$ cat src/rtl/pipo_pkg.sv
// Shared encodings and defaults for the pipo shift register.
package pipo_pkg;

  localparam int PIPO_WIDTH = 16;

  typedef logic [1:0] sh_type_t;

  localparam sh_type_t SH_LSL = 2'b00;
  localparam sh_type_t SH_LSR = 2'b01;
  localparam sh_type_t SH_ASL = 2'b10;
  localparam sh_type_t SH_ASR = 2'b11;

endpackage

$ cat src/rtl/pipo_shifter.sv
// Combinational fixed-distance shifter feeding the pipo load register.
module pipo_shifter
  import pipo_pkg::*;
#(
  parameter int WIDTH = PIPO_WIDTH,
  parameter int SHAMT = 1
) (
  input  logic [WIDTH-1:0] data,
  input  logic [1:0]       shift_type,
  output logic [WIDTH-1:0] shifted
);

  always_comb begin
    shifted = data;
    case (shift_type)
      SH_LSL, SH_ASL: shifted = data << SHAMT;
      SH_LSR:         shifted = data >> SHAMT;
      // Sign fill comes from treating the word as signed for the shift.
      SH_ASR:         shifted = $signed(data) >>> SHAMT;
      default:        shifted = data;
    endcase
  end

endmodule

$ cat src/rtl/pipo.sv
// Parallel-in/parallel-out register that applies a one-step shift on load.
module pipo
  import pipo_pkg::*;
#(
  parameter int WIDTH = PIPO_WIDTH,
  parameter int SHAMT = 1
) (
  input  logic             clk,
  input  logic             reset,
  input  logic [WIDTH-1:0] data,
  input  logic             load,
  // Shift-type select; named shift_type because 'type' is a reserved word.
  input  logic [1:0]       shift_type,
  output logic [WIDTH-1:0] data_out
);

  logic [WIDTH-1:0] shifted;

  pipo_shifter #(
    .WIDTH (WIDTH),
    .SHAMT (SHAMT)
  ) u_shifter (
    .data       (data),
    .shift_type (shift_type),
    .shifted    (shifted)
  );

  always_ff @(posedge clk or negedge reset) begin
    if (!reset)    data_out <= '0;
    else if (load) data_out <= shifted;
  end

endmodule

$ cat config.mk
export PLATFORM = sky130hd
export DESIGN_NAME = pipo
export DESIGN_NICKNAME = d
export VERILOG_FILES = /design/src/rtl/pipo_pkg.sv /design/src/rtl/pipo_shifter.sv /design/src/rtl/pipo.sv
export SDC_FILE = /design/constraint.sdc
export NUM_CORES = 1
export LEC_CHECK = 0
export CORE_MARGIN = 2
export CORE_UTILIZATION = 40
export DETAILED_ROUTE_END_ITERATION = 12
export DONT_BUFFER_PORTS = 1
export GPL_TIMING_DRIVEN = 0
export HOLD_SLACK_MARGIN = 0.02
export PLACE_DENSITY_LB_ADDON = 0.3
export SETUP_SLACK_MARGIN = 0.3
export SYNTH_ARGS = -nofsm -noshare
export SYNTH_HDL_FRONTEND = slang
export SYNTH_SLANG_ARGS = --single-unit
$ cat constraint.sdc
create_clock -name clk -period 1.8 [get_ports clk]
set_input_delay 0 -clock clk [delete_from_list [all_inputs] [get_ports clk]]
set_output_delay 0 -clock clk [all_outputs]
set_load 0.1 [all_outputs]
==> flow_summary.ini <==
[sta]
post-route-period-util_pct = 71.0
slew_violations = 0
finalHoldViolCount = 0
hold_slack_ns = 0.0403
timing.fmax_mhz = 783
fin_crit_ns = 1.28
worstMarginPinSlew_ns = 0.915
finalSetupViolCount = 0
fin_tns_setup_ns = 0
slew_headroom_pct = 39.0
rsz0062_at_grt = no
skew_ns = 0

[cells_and_area]
fin_cells = 123
largest_reg_flops = 16
syn_to_final_growth_pct = 40.8
postLayoutCellArea_um2 = 1050
antenna_cells = 0
top_register = data_out
largest_registers = data_out: 16 flops
drive_above_1_share_pct = 8.16
nNetsFinal = 121
final_core_utilization_pct = 60.1

[logic_synthesis]
syn_nets = 91
syn_avg_cell_area_um2 = 10.6
synth_seq_cells = 16
yosys.cell_types.count = 12
synth_area_um2 = 744
ys_warn_count = 0
syn-instance-count = 70
yosysSeqAreaShare_pct = 53.8

[cts]
cts_setup_buffers = 0
clk_latency_ns = 0.27
numCtsBuffers = 3
clkTransAtPathRegs_ns = 0.09
cts_tree = built
htreeDepth = 1
clock-sinks = 16
cts.path.max_buffers = 2
cts-root-buf = clkbuf_4

[die]
initial_core_util_pct = 42.7
dieHeight_um = 47.1
rows = 15
core_area_um2 = 1750
die_w_um = 47.1
die_area_um2 = 2220
ios = 37

[global_route]
grt_pass1_wl_um = 2930
grt_usage_pct = 19.6
grt_remaining_overflow = 0
grt_antenna_before_repair = 0
grt_max_degree = 17
grt_pass1_vias = 648

[critical_path]
worstSetupStartpointType = flip-flop
crit_path_max_fanout = 2
end_kind = flip-flop
crit_arrival_ns = 1.48
criticalPathCategory = flip-flop to flip-flop
required_ns = 2.01

[hold_path]
hold_class = input pin to flip-flop

[power_and_ir_drop]
p_leak_nw = 0.465
max-vdd-ir-drop_mv = 0.506
powerDensity_nw_per_um2 = 980

[placed_design]
dp.cells = 95
dp_hpwl_um = 1170
dpl_cell_area_um2 = 776
place.gp.congestion = 0.681
port_buffers = 0

[routing]
first_iter_violations = 7
via_per_inst = 4.99
drt-total-wl_um = 1890
wire_per_inst_um = 15.4
ant_nets = 0
drc = 0
dr_total_vias = 614
firstDrtPassIters = 4

[run]
cap_violations = 0

[outcome]
status = completed
## what timing repair did
item,in CTS,in global routing
hold buffers,25,0
resized for setup,0,0
endpoints found under the hold margin,32,0
## worst max-delay path, cell delays in order, from the launching register on
cell	delay, ns
dfrtp_1	0.93
nor2_1	0.12
a21oi_1	0.15
## placed cells by master, fill, tap and decap left out, types with 2 or more instances in the layout
master,synthesis,final
dlygate4sd3_1,0,25
dfrtp_1,16,16
nor2_1,15,15
mux2i_1,14,14
a21oi_1,14,14
buf_2,3,3
clkbuf_4,0,3
nand3_1,2,2
## layout make-up
class | instances | area (um2)
fill | 150 | 697
sequential | 16 | 400
multi-input combinational | 48 | 294
timing repair buffer | 25 | 250
buffer | 5 | 46.3
tap | 25 | 31.3
clock buffer | 3 | 22.5
inverter | 1 | 3.75
## metrics by stage
| step | setup WS, ns | power, mW |
|---|---|---|
| after floorplan | 0.595 | 0.770 |
| after global placement | 0.557 | 0.787 |
| after detailed placement | 0.525 | 0.790 |
| after CTS | 0.507 | 1.04 |
| after global routing | 0.449 | 1.07 |
| final | 0.523 | 1.03 |
## routing by layer
| layer | up-vias | routed length, um | track usage [%] |
|---|---|---|---|
| li1 | 295 | - | - |
| met1 | 286 | 824 | 24.9 |
| met2 | 31 | 917 | 32.3 |
| met3 | 2 | 139 | 5.00 |
| met4 | 0 | 10 | 6.67 |
| met5 | - | 0 | 0 |
## synth_stat cells
library cell	n	area, um2
dfrtp_1	16	400
nor2_1	15	56.3
o21ai_0	1	5.00
a21oi_1	14	70.1
buf_6	1	11.3
buf_12	1	20.0
a31oi_1	1	6.26
nand3_1	2	10.0
buf_2	3	15.0
mux2i_1	14	140
inv_1	1	3.75
nand2b_1	1	6.26
## logic make-up (layout without fill, tap and decap cells)
kind of cell    count (synthesis)  count (layout)  share of synthesized area [%]
mux                            14              14                           18.8
compound gates                 16              16                           10.9
buf+inv                         6              34                           6.72
flops                          16              16                           53.8
simple gates                   18              18                           9.75
## where the power goes
part / total, mW / internal (mW) / leakage (nW) / switching (mW)
combinational: 0.142 / 0.0810 / 0.271 / 0.0610
clock: 0.188 / 0.0774 / 0.0138 / 0.110
sequential: 0.698 / 0.390 / 0.181 / 0.308
total: 1.03 / 0.548 / 0.465 / 0.479
## final timing paths
check / startpoint / endpoint / slack (ns) / depth (start not counted)
setup / recovery: data_out[11] / data_out[11] / 0.52 / 2
hold / removal: load / data_out[14] / 0.04 / 2
setup reg to reg: data_out[11] / data_out[11] / 0.52 / 2
hold reg to reg: data_out[0] / data_out[0] / 1.01 / 2
max in group asynchronous: reset / data_out[0] / 1.15 / 1
min in group asynchronous: reset / data_out[2] / 0.20 / 1
No activity file was read; power rests on OpenSTA's default activity.
